==> config.mk <==
export PLATFORM = sky130hd
export DESIGN_NAME = snake_step_ctrl_flat
export DESIGN_NICKNAME = d
export VERILOG_FILES = /design/src/rtl/snake_step_ctrl_if.sv /design/src/rtl/snake_step_ctrl.sv /design/src/flat_wrapper.sv
export SDC_FILE = /design/constraint.sdc
export NUM_CORES = 1
export LEC_CHECK = 0
export CORE_ASPECT_RATIO = 0.7
export CORE_UTILIZATION = 32
export CTS_BUF_LIST = sky130_fd_sc_hd__clkbuf_4
export DETAILED_ROUTE_END_ITERATION = 8
export PLACE_DENSITY = 0.5
export SLEW_MARGIN = 10
export SYNTH_ARGS = -nofsm -noshare
export SYNTH_HDL_FRONTEND = slang
export SYNTH_SLANG_ARGS = --single-unit
==> constraint.sdc <==
create_clock -name clk -period 5.55 [get_ports clk]
set_clock_uncertainty 0.05 [all_clocks]
set_input_delay 1.11 -clock clk [delete_from_list [all_inputs] [get_ports clk]]
set_output_delay 1.11 -clock clk [all_outputs]
set_load 0.02 [all_outputs]
==> src/rtl/snake_step_ctrl_if.sv <==
// snake_step_ctrl_if: body-store port bundle; master drives push/pop/pos_ent, slave (the store) receives them
interface snake_step_ctrl_if #(parameter int COORD_W = 3);
  logic push;
  logic pop;
  logic [2*COORD_W-1:0] pos_ent;
  modport master(output push, pop, pos_ent);
  modport slave(input push, pop, pos_ent);
endinterface

==> src/rtl/snake_step_ctrl.sv <==
// snake_step_ctrl: per-tick snake step sequencer driving the body-store push/pop ports
//   clk, reset (async, active-high); tick/dir/grow step request from game logic;
//   store (snake_step_ctrl_if.master) push/pop strobes and packed {y,x} pos_ent;
//   head_x/head_y, length, busy, step_done, game_over status.
//   Define SNAKE_WRAP_EN to make grid edges wrap instead of ending the game.
module snake_step_ctrl #(
  parameter int COORD_W = 3,
  parameter int LEN_W   = 4,
  parameter int MAX_LEN = 8,
  parameter int START_X = 3,
  parameter int START_Y = 3
) (
  input  logic                 clk,
  input  logic                 reset,
  input  logic                 tick,
  input  logic [1:0]           dir,
  input  logic                 grow,
  snake_step_ctrl_if.master    store,
  output logic [COORD_W-1:0]   head_x,
  output logic [COORD_W-1:0]   head_y,
  output logic [LEN_W-1:0]     length,
  output logic                 busy,
  output logic                 step_done,
  output logic                 game_over
);
  typedef enum logic [2:0] {INIT, IDLE, PUSH, POP, DONE, OVER} state_t;
  state_t state;
  logic grow_q;
  logic hit;
  logic [COORD_W-1:0] nx, ny;
  always_comb begin
    nx = dir == 2'd1 ? head_x + COORD_W'(1) : dir == 2'd3 ? head_x - COORD_W'(1) : head_x;
    ny = dir == 2'd2 ? head_y + COORD_W'(1) : dir == 2'd0 ? head_y - COORD_W'(1) : head_y;
`ifdef SNAKE_WRAP_EN
    hit = 1'b0;
`else
    hit = dir == 2'd0 ? head_y == '0 : dir == 2'd1 ? head_x == '1 : dir == 2'd2 ? head_y == '1 : head_x == '0;
`endif
  end
  // Outputs are registered alongside the state they belong to, so each strobe
  // is visible for exactly the cycle its state is occupied.
  always_ff @(posedge clk or posedge reset) begin
    if (reset) begin
      state         <= INIT;
      store.push    <= 1'b0;
      store.pop     <= 1'b0;
      store.pos_ent <= {COORD_W'(START_Y), COORD_W'(START_X)};
      head_x        <= COORD_W'(START_X);
      head_y        <= COORD_W'(START_Y);
      length        <= '0;
      busy          <= 1'b1;
      step_done     <= 1'b0;
      game_over     <= 1'b0;
      grow_q        <= 1'b0;
    end else begin
      store.push <= 1'b0;
      store.pop  <= 1'b0;
      step_done  <= 1'b0;
      case (state)
        INIT: begin
          store.push    <= 1'b1;
          store.pos_ent <= {head_y, head_x};
          length        <= LEN_W'(1);
          busy          <= 1'b0;
          state         <= IDLE;
        end
        IDLE: if (tick) begin
          grow_q <= grow;
          if (hit) begin
            game_over <= 1'b1;
            state     <= OVER;
          end else begin
            store.push    <= 1'b1;
            store.pos_ent <= {ny, nx};
            head_x        <= nx;
            head_y        <= ny;
            busy          <= 1'b1;
            state         <= PUSH;
          end
        end
        PUSH: begin
          // a grow request at full length degrades to a normal move
          if (!grow_q || length == LEN_W'(MAX_LEN)) store.pop <= 1'b1;
          else length <= length + LEN_W'(1);
          state <= POP;
        end
        POP: begin
          step_done <= 1'b1;
          state     <= DONE;
        end
        DONE: begin
          busy  <= 1'b0;
          state <= IDLE;
        end
        default: state <= OVER;
      endcase
    end
  end
endmodule

==> src/flat_wrapper.sv <==
// flat-port wrapper written by rule: the top's interface ports become plain ports
module snake_step_ctrl_flat 
#(
  parameter int COORD_W = 3,
  parameter int LEN_W   = 4,
  parameter int MAX_LEN = 8,
  parameter int START_X = 3,
  parameter int START_Y = 3
)
  (clk, reset, tick, dir, grow, head_x, head_y, length, busy, step_done, game_over, store_push, store_pop, store_pos_ent);
  snake_step_ctrl_if #(.COORD_W(COORD_W)) store_i ();
  input  logic clk;
  input  logic reset;
  input  logic tick;
  input  logic [1:0] dir;
  input  logic grow;
  output logic [COORD_W-1:0] head_x;
  output logic [COORD_W-1:0] head_y;
  output logic [LEN_W-1:0] length;
  output logic busy;
  output logic step_done;
  output logic game_over;
  output wire logic [$bits(store_i.push)-1:0] store_push;
  output wire logic [$bits(store_i.pop)-1:0] store_pop;
  output wire logic [$bits(store_i.pos_ent)-1:0] store_pos_ent;
  assign store_push = store_i.push;
  assign store_pop = store_i.pop;
  assign store_pos_ent = store_i.pos_ent;
  snake_step_ctrl #(.COORD_W(COORD_W), .LEN_W(LEN_W), .MAX_LEN(MAX_LEN), .START_X(START_X), .START_Y(START_Y)) u_core (.clk(clk), .reset(reset), .tick(tick), .dir(dir), .grow(grow), .store(store_i), .head_x(head_x), .head_y(head_y), .length(length), .busy(busy), .step_done(step_done), .game_over(game_over));
endmodule
Word-level counts from Yosys, hierarchy flattened
Index checks and enable logic that the tools add are counted.
{"block": "word_totals", "ff_bits": 25, "input_bits": 6, "output_inout_bits": 21, "elab_cells": 70}
{"block": "op_classes", "n_addsub": 5, "eq_ne": 13, "muxes": 24, "n_bitwise": 1, "reduce_logical": 16}
{"cell": "$mux W3", "count": 6}
{"cell": "$mux W6", "count": 2}
{"cell": "$pmux W3 S4", "count": 1}
{"cell": "$pmux W6 S2", "count": 1}
{"cell": "$reduce_and A3 Y1", "count": 4}
{"cell": "$mux W1", "count": 10}
{"cell": "$eq A3 B3 Y1 const B", "count": 3}
{"cell": "$logic_not A3 Y1", "count": 3}
{"cell": "$pmux W4 S2", "count": 1}
{"cell": "$add A3 B1 Y3 const B", "count": 2}
{"cell": "$eq A3 B2 Y1 const B", "count": 2}
{"cell": "$ne A2 B2 Y1 const B", "count": 3}
{"cell": "$reduce_bool A2 Y1", "count": 3}
{"cell": "$sub A3 B1 Y3 const B", "count": 2}
{"cell": "$add A4 B1 Y4 const B", "count": 1}
{"cell": "$eq A2 B2 Y1 const B", "count": 2}
{"cell": "$eq A4 B4 Y1 const B", "count": 1}
{"cell": "$mux W4", "count": 1}
{"cell": "$pmux W1 S2", "count": 2}
{"cell": "$reduce_and A2 Y1", "count": 2}
{"cell": "$eq A3 B1 Y1 const B", "count": 1}
{"cell": "$eq A2 B1 Y1 const B", "count": 1}
{"cell": "$logic_not A2 Y1", "count": 1}
{"cell": "$reduce_or A2 Y1", "count": 1}
{"cell": "3 further kinds", "count": 3}

Longest topological paths before layout
Gate-level depths: netlist of run 1.
{"block": "depth", "ltp_word": 7, "ltp_mapped": 6, "depth_no_buf": 6}

Worst setup path after synthesis of run 1
OpenSTA, ideal clock, no wires.
{"block": "synth_path", "kind": "input to register", "start": "input dir[0]", "end": "register u_core.store.pos_ent[2]", "setup_time_ns": 0.125, "t_arrival_ns": 2.297, "required_ns": 5.375, "setup_slack_ns": 3.078, "path_stages": 5, "path_buffers": 1, "cell_sequence": "buf_6 -> or3b_4 -> a32oi_4 -> o21bai_4 -> mux2_4"}
{"block": "synth_via", "elab_chain_cells": 6, "word_cells_on_any_way": 14, "cone_classes": "eq/ne: 4; mux: 8; reduce/logical: 2"}
{"element": "start, declared", "line": "flat_wrapper.sv:15", "rtl": "input logic [1:0] dir;"}
{"element": "$eq A2 B2 Y1 (on tied branches)", "line": "snake_step_ctrl.sv:32, snake_step_ctrl.sv:37"}
{"element": "$mux W3 or $mux W1 (tied branches) (2 in a row)", "line": "snake_step_ctrl.sv:32, snake_step_ctrl.sv:37"}
{"element": "$mux W6 or $mux W1 (tied branches)", "line": "snake_step_ctrl.sv:69, snake_step_ctrl.sv:37"}
{"element": "$mux W6 or $ne A2 B2 Y1 (tied branches)"}
{"element": "$pmux W6 S2 or $reduce_and A3 Y1 (tied branches)"}
{"element": "end signal, assigned", "line": "snake_step_ctrl.sv:47", "rtl": "store.pos_ent <= {COORD_W'(START_Y), COORD_W'(START_X)};"}
{"element": "end signal, assigned", "line": "snake_step_ctrl.sv:62", "rtl": "store.pos_ent <= {head_y, head_x};"}
{"element": "end signal, assigned", "line": "snake_step_ctrl.sv:74", "rtl": "store.pos_ent <= {ny, nx};"}
{"element": "end, declared", "line": "snake_step_ctrl_if.sv:6", "rtl": "modport master(output push, pop, pos_ent);"}
Parallel ways exist; a longest one is shown, timed or not. The select of a mux whose other input is x is not followed.
A chain may end at the register's enable or synchronous reset.

Final worst setup path of run 1
{"block": "layout_path", "start": "input dir[1]", "end": "register u_core.store.pos_ent[2]"}
Same word-level chain as after synthesis.

==> results of run 1 <==
==> per-layer routing <==
metal	vias up	global-route usage (%)	share of wire, %
met4	0	2.91	0.63
met3	2	3.73	4.6
met2	21	19.6	41
met1	506	19.4	54
li1	529	-	-
met5	-	0	0
==> cells by family after synthesis <==
group / Yosys count / synth area share [%]
xor+xnor: 8 / 4.59
simple gates: 43 / 17.9
buf+inv: 13 / 4.02
mux: 7 / 6.64
flops: 25 / 41.7
compound gates: 29 / 15.3
fa+ha+maj: 12 / 9.84
==> synth_stat cells (2+ instances only) <==
cell type,count
nor2_1,8
inv_1,8
nand2b_1,3
buf_2,4
nor3b_1,2
nand3b_1,3
xnor2_1,5
and4bb_2,2
o21ai_0,7
a22o_1,3
nand3_1,2
o21ai_1,2
dfstp_2,9
dfrtp_1,16
xor2_1,3
mux2_4,6
ha_1,12
a21oi_1,9
and2_1,3
or2_2,2
nand2_1,11
==> area by class of cell <==
class                      instances  area (um2)  share of cell area [%]
tap                               55        68.8                    3.71
multi-input combinational         99         828                    44.7
clock buffer                       4        30.0                    1.62
timing repair buffer              26         260                    14.0
sequential                        25         637                    34.3
inverter                           8        30.0                    1.62
==> registers in the layout (all words and copies together) (netlist names) <==
register	flops
u_core.state	3
u_core.store.push	1
u_core.game_over	1
u_core.store.pop	1
u_core.grow_q	1
u_core.head_y	3
u_core.store.pos_ent	6
u_core.step_done	1
u_core.length	4
u_core.busy	1
u_core.head_x	3
==> stage by stage <==
step                hold WS, ns  util (%)  setup slack (ns)
finish                    0.438      41.6              2.64
global placement          0.421      41.0              2.35
detailed placement        0.422      41.0              2.28
global route              0.481      41.6              2.52
floorplan                 0.450         -              3.08
CTS                       0.454      41.6              2.63
==> where the power goes <==
group | internal [mW] | switching (mW) | total (mW)
sequential | 0.183 | 0 | 0.183
clock | 0.0330 | 0.0533 | 0.0863
combinational | 0.00567 | 0.00978 | 0.0155
total | 0.221 | 0.0631 | 0.284
==> worst paths after layout <==
path | end | slack [ns] | cells past startpoint
worst max register to register | u_core.store.pos_ent[2]$_DFFE_PP0P_ | 3.47 | 6
max in group asynchronous | u_core.grow_q$_DFFE_PP0P_ | 3.65 | 2
min in group asynchronous | u_core.store.pop$_DFF_PP0_ | 1.24 | 2
worst min-delay path | u_core.game_over$_DFFE_PP0P_ | 0.44 | 1
worst max-delay path | u_core.store.pos_ent[2]$_DFFE_PP0P_ | 2.64 | 5
worst min register to register | u_core.game_over$_DFFE_PP0P_ | 0.44 | 1
==> impl_metrics.ini, run 1 <==
[setup_path]
cp_slowest_stage_delay_ns = 0.77
crit_fanout = 17
critPathSlowestCell = clkdlybuf4s50_1
cp.buffers_inverters = 1
r2r_start = u_core.head_x[0]$_DFFE_PP1P_
cpLargestDelayFamily = compound AO/OA/AOI/OAI gates
critPathKind = in -> reg
crit_required_ns = 5.71
start_kind = input port
cp-end-kind = flop
cp_cell_sequence = clkdlybuf4s50_1 -> a21oi_1 -> a32oi_4 -> o21bai_4 -> mux2_4
arrival_ns = 3.08
critPathLaunch = dir[1]

[yosys]
synth_area_leader_cell = dfrtp_1
synth.avg_cell_area_um2 = 11.1
synth_top_area_share_pct = 26.2
async_reset_ff_share_pct = 100
synth-main-ff-cell = dfrtp_1
synth_edf_count = 0
synth_seq_cells = 25
syn_area_um2 = 1530
synth_seq_area_share_pct = 41.7
ys_types = 38
syn_inst = 137
syn-num-nets = 155
ys_warn_count = 0
yosys-top-cells-area = dfrtp_1, dfstp_2, ha_1

[clock_network]
clock-sinks = 25
hold_buffers = 0
cts_tree = built
cts_buffer_depth = 2
cts_setup_buffers = 0
clk_pin_slew_ns = 0.13
cts_root_buf = clkbuf_4
cts_buffers = 3
clock_latency_ns = 0.32
cts.repair.resized = 0
cts-htree-levels = 1

[global_routing]
grt_max_degree = 26
first_global_vias = 1042
grt_remaining_overflow = 0
track_usage_pct = 13.3
grt_pass1_wl_mm = 5.14
antenna_found_initial = 0

[sta]
rsz0062_at_grt = no
hold_viol = 0
period_needed_ns = 2.91
max_freq_mhz = 343
fin_crit_sh_pct = 52.5
relSlewSlack_pct = 37.6
tns_ns = 0
report.final.slew_viol_count = 0
setup_viol = 0
worst_slew_pin_slew_ns = 0.935

[place]
dpl-instance-area_um2 = 1820
dpl.cell_count = 213
place.gp.congestion = 0.762
hpwl_mm = 2.26
portBuffers = 26

[route]
dr.pass1.iters = 6
vias = 1058
totalWireLength_mm = 3.01
drt_iter0_drc = 74
wire_per_inst_um = 13.9
postRouteAntennaNets = 0
via_per_inst = 4.88
route.detailed.drc = 5

[layout]
fill_cells = 445
design_area_um2 = 1850
diodes = 0
nets = 181
layout.cells.non_filler = 217
drive_above_1_share_pct = 18.5
layout_common_cells = clkdlybuf4s50_1, dfrtp_1, ha_1
final_common_cell = clkdlybuf4s50_1
syn2layout_area_growth_pct = 21.5

[min_path]
min_path_type = reg -> reg
min_from = u_core.game_over$_DFFE_PP0P_

[outcome]
violations = design-rule violations
status = finished, violations left

[flow_run]
max_cap_viol_count = 0

[floorplanning]
die-height_um = 59.8
start_util_pct = 34.3
die_area_um2 = 5050
fp.dieW_um = 84.6
rows = 20
coreArea_um2 = 4450
top_level_ports = 27

[pwr]
powerDensity_nw_per_um2 = 153
cellLeakagePower_nw = 0.788
ir_drop_mv = 0.0586
power.total_mw = 0.284
Power figures use the tool's default switching activity.
==> run 2, diff against run 1 <==
- PLACE_DENSITY: 0.5 -> 0.52
- clock period: 5.55 -> 2.4 ns (I/O delays scaled with it)
==> impl_metrics.ini, run 2 (synthesis results as in run 1) <==
[layout]
syn2layout_area_growth_pct = 25.7
drive_above_1_share_pct = 22.8
diodes = 0
regMostFlops = u_core.store.pos_ent
fill_cells = 425
layout_common_cells = clkdlybuf4s50_1, dfrtp_1, ha_1
largest_reg_flops = 6
final_common_cell = clkdlybuf4s50_1
reg_top3 = u_core.store.pos_ent x6, u_core.length x4
design_area_um2 = 1920
nets = 190

[sta]
whs_ns = 0.436
hold_viol = 0
rsz0062_at_grt = no
setup_viol = 0
worst_slew_pin_slew_ns = 0.345
report.final.slew_viol_count = 0
max_freq_mhz = 492
relSlewSlack_pct = 76.9
period_needed_ns = 2.03
tns_ns = 0
fin_crit_sh_pct = 84.8

[route]
route.detailed.drc = 1
vias = 1069
postRouteAntennaNets = 0
wire_per_inst_um = 13.2
totalWireLength_mm = 2.98
via_per_inst = 4.73
drt_iter0_drc = 58
dr.pass1.iters = 6

[clock_network]
cts_setup_buffers = 0
clock_latency_ns = 0.32
cts-htree-levels = 1
cts.repair.resized = 0
cts_buffers = 3
cts_buffer_depth = 2
cts_tree = built
clk_pin_slew_ns = 0.14
hold_buffers = 0
cts_root_buf = clkbuf_4
clock-sinks = 25

[pwr]
powerDensity_nw_per_um2 = 341
cellLeakagePower_nw = 0.834
p_comb_share_pct = 6.5
power_frac_seq_pct = 64.5
swShare_pct = 23.1
internal-power_mw = 0.503
clock_power_share_pct = 29.0
ir_drop_mv = 0.168
power_switching_mw = 0.151

[setup_path]
cp-end-kind = primary output
critPathKind = reg -> out
start_kind = flop
cp.buffers_inverters = 1
cp_cell_sequence = clkdlybuf4s50_1
arrival_ns = 1.50
cpLargestDelayFamily = buffers and inverters
cp_slowest_stage_delay_ns = 0.61
crit_required_ns = 1.87
crit_fanout = 3
critPathSlowestCell = clkdlybuf4s50_1

[place]
hpwl_mm = 2.32
place.gp.congestion = 0.742
dpl-instance-area_um2 = 1890
portBuffers = 26

[outcome]
status = finished, violations left
violations = design-rule violations

[floorplanning]
die_area_um2 = 5050
coreArea_um2 = 4450
start_util_pct = 34.3
rows = 20
fp.dieW_um = 84.6
top_level_ports = 27
die-height_um = 59.8

[global_routing]
antenna_found_initial = 0
grt_pass1_wl_mm = 5.02
grt_remaining_overflow = 0
track_usage_pct = 12.8
first_global_vias = 1060
grt_max_degree = 26

[min_path]
min_path_type = in -> async

[flow_run]
max_cap_viol_count = 0
run 2: cell types whose count changed in the layout (fill, tap and decap cells not counted), sizes merged:
cell / change
clkinv: +1
buf: +9
clkbuf: -1
run 2: routing by layer:
metal / vias to the layer above / wire [um] / global-route usage [%]
met1: 493 / 1480 / 17.2
met3: 2 / 136 / 3.45
met4: 0 / 13 / 2.18
met2: 25 / 1350 / 21.4
met5: - / 0 / 0
li1: 549 / - / -
run 2: tightest hold or removal path, delay by kind of cell:
kind	cells	cell delay, ns
buffers and inverters	3	0.74
run 2: metrics by stage:
step / worst slack, ns / instances / util (%) / power, mW
2_1_floorplan: 0.441 / 137 / - / 0.454
3_3_place_gp: 0.0902 / 222 / 42.5 / 0.472
3_5_place_dp: 0.0342 / 222 / 42.5 / 0.473
4_1_cts: 0.342 / 226 / 43.1 / 0.669
5_1_grt: 0.295 / 226 / 43.1 / 0.694
6_report: 0.366 / 226 / 43.1 / 0.654
run 2: cell type report:
cell class / instances / area (um2) / share of cell area [%]
tap: 55 / 68.8 / 3.59
timing repair buffer: 35 / 328 / 17.1
multi-input combinational: 99 / 828 / 43.2
inverter: 8 / 30.0 / 1.56
sequential: 25 / 637 / 33.2
clock inverter: 1 / 5.00 / 0.261
clock buffer: 3 / 22.5 / 1.17
run 2: final timing paths:
path	startpoint	endpoint	slack, ns	cells after the start
worst max-delay path	u_core.head_y[0]$_DFFE_PP1P_	head_y[0]	0.37	1
worst min-delay path	reset	u_core.head_x[2]$_DFFE_PP0P_	0.44	3
worst max register to register	u_core.head_y[0]$_DFFE_PP1P_	u_core.store.pos_ent[2]$_DFFE_PP0P_	0.40	6
worst min register to register	u_core.game_over$_DFFE_PP0P_	u_core.game_over$_DFFE_PP0P_	0.44	1
max in group asynchronous	reset	u_core.store.pos_ent[3]$_DFFE_PP1P_	1.57	3
min in group clk	u_core.game_over$_DFFE_PP0P_	u_core.game_over$_DFFE_PP0P_	0.44	1
run 2: power groups by stage:
stage / logic [mW] / registers, mW / clock network, mW
finish: 0.0426 / 0.422 / 0.190
global route: 0.0474 / 0.422 / 0.224
CTS: 0.0437 / 0.422 / 0.203
detailed placement: 0.0436 / 0.429 / 0
global placement: 0.0422 / 0.429 / 0
floorplan: 0.0248 / 0.429 / 0
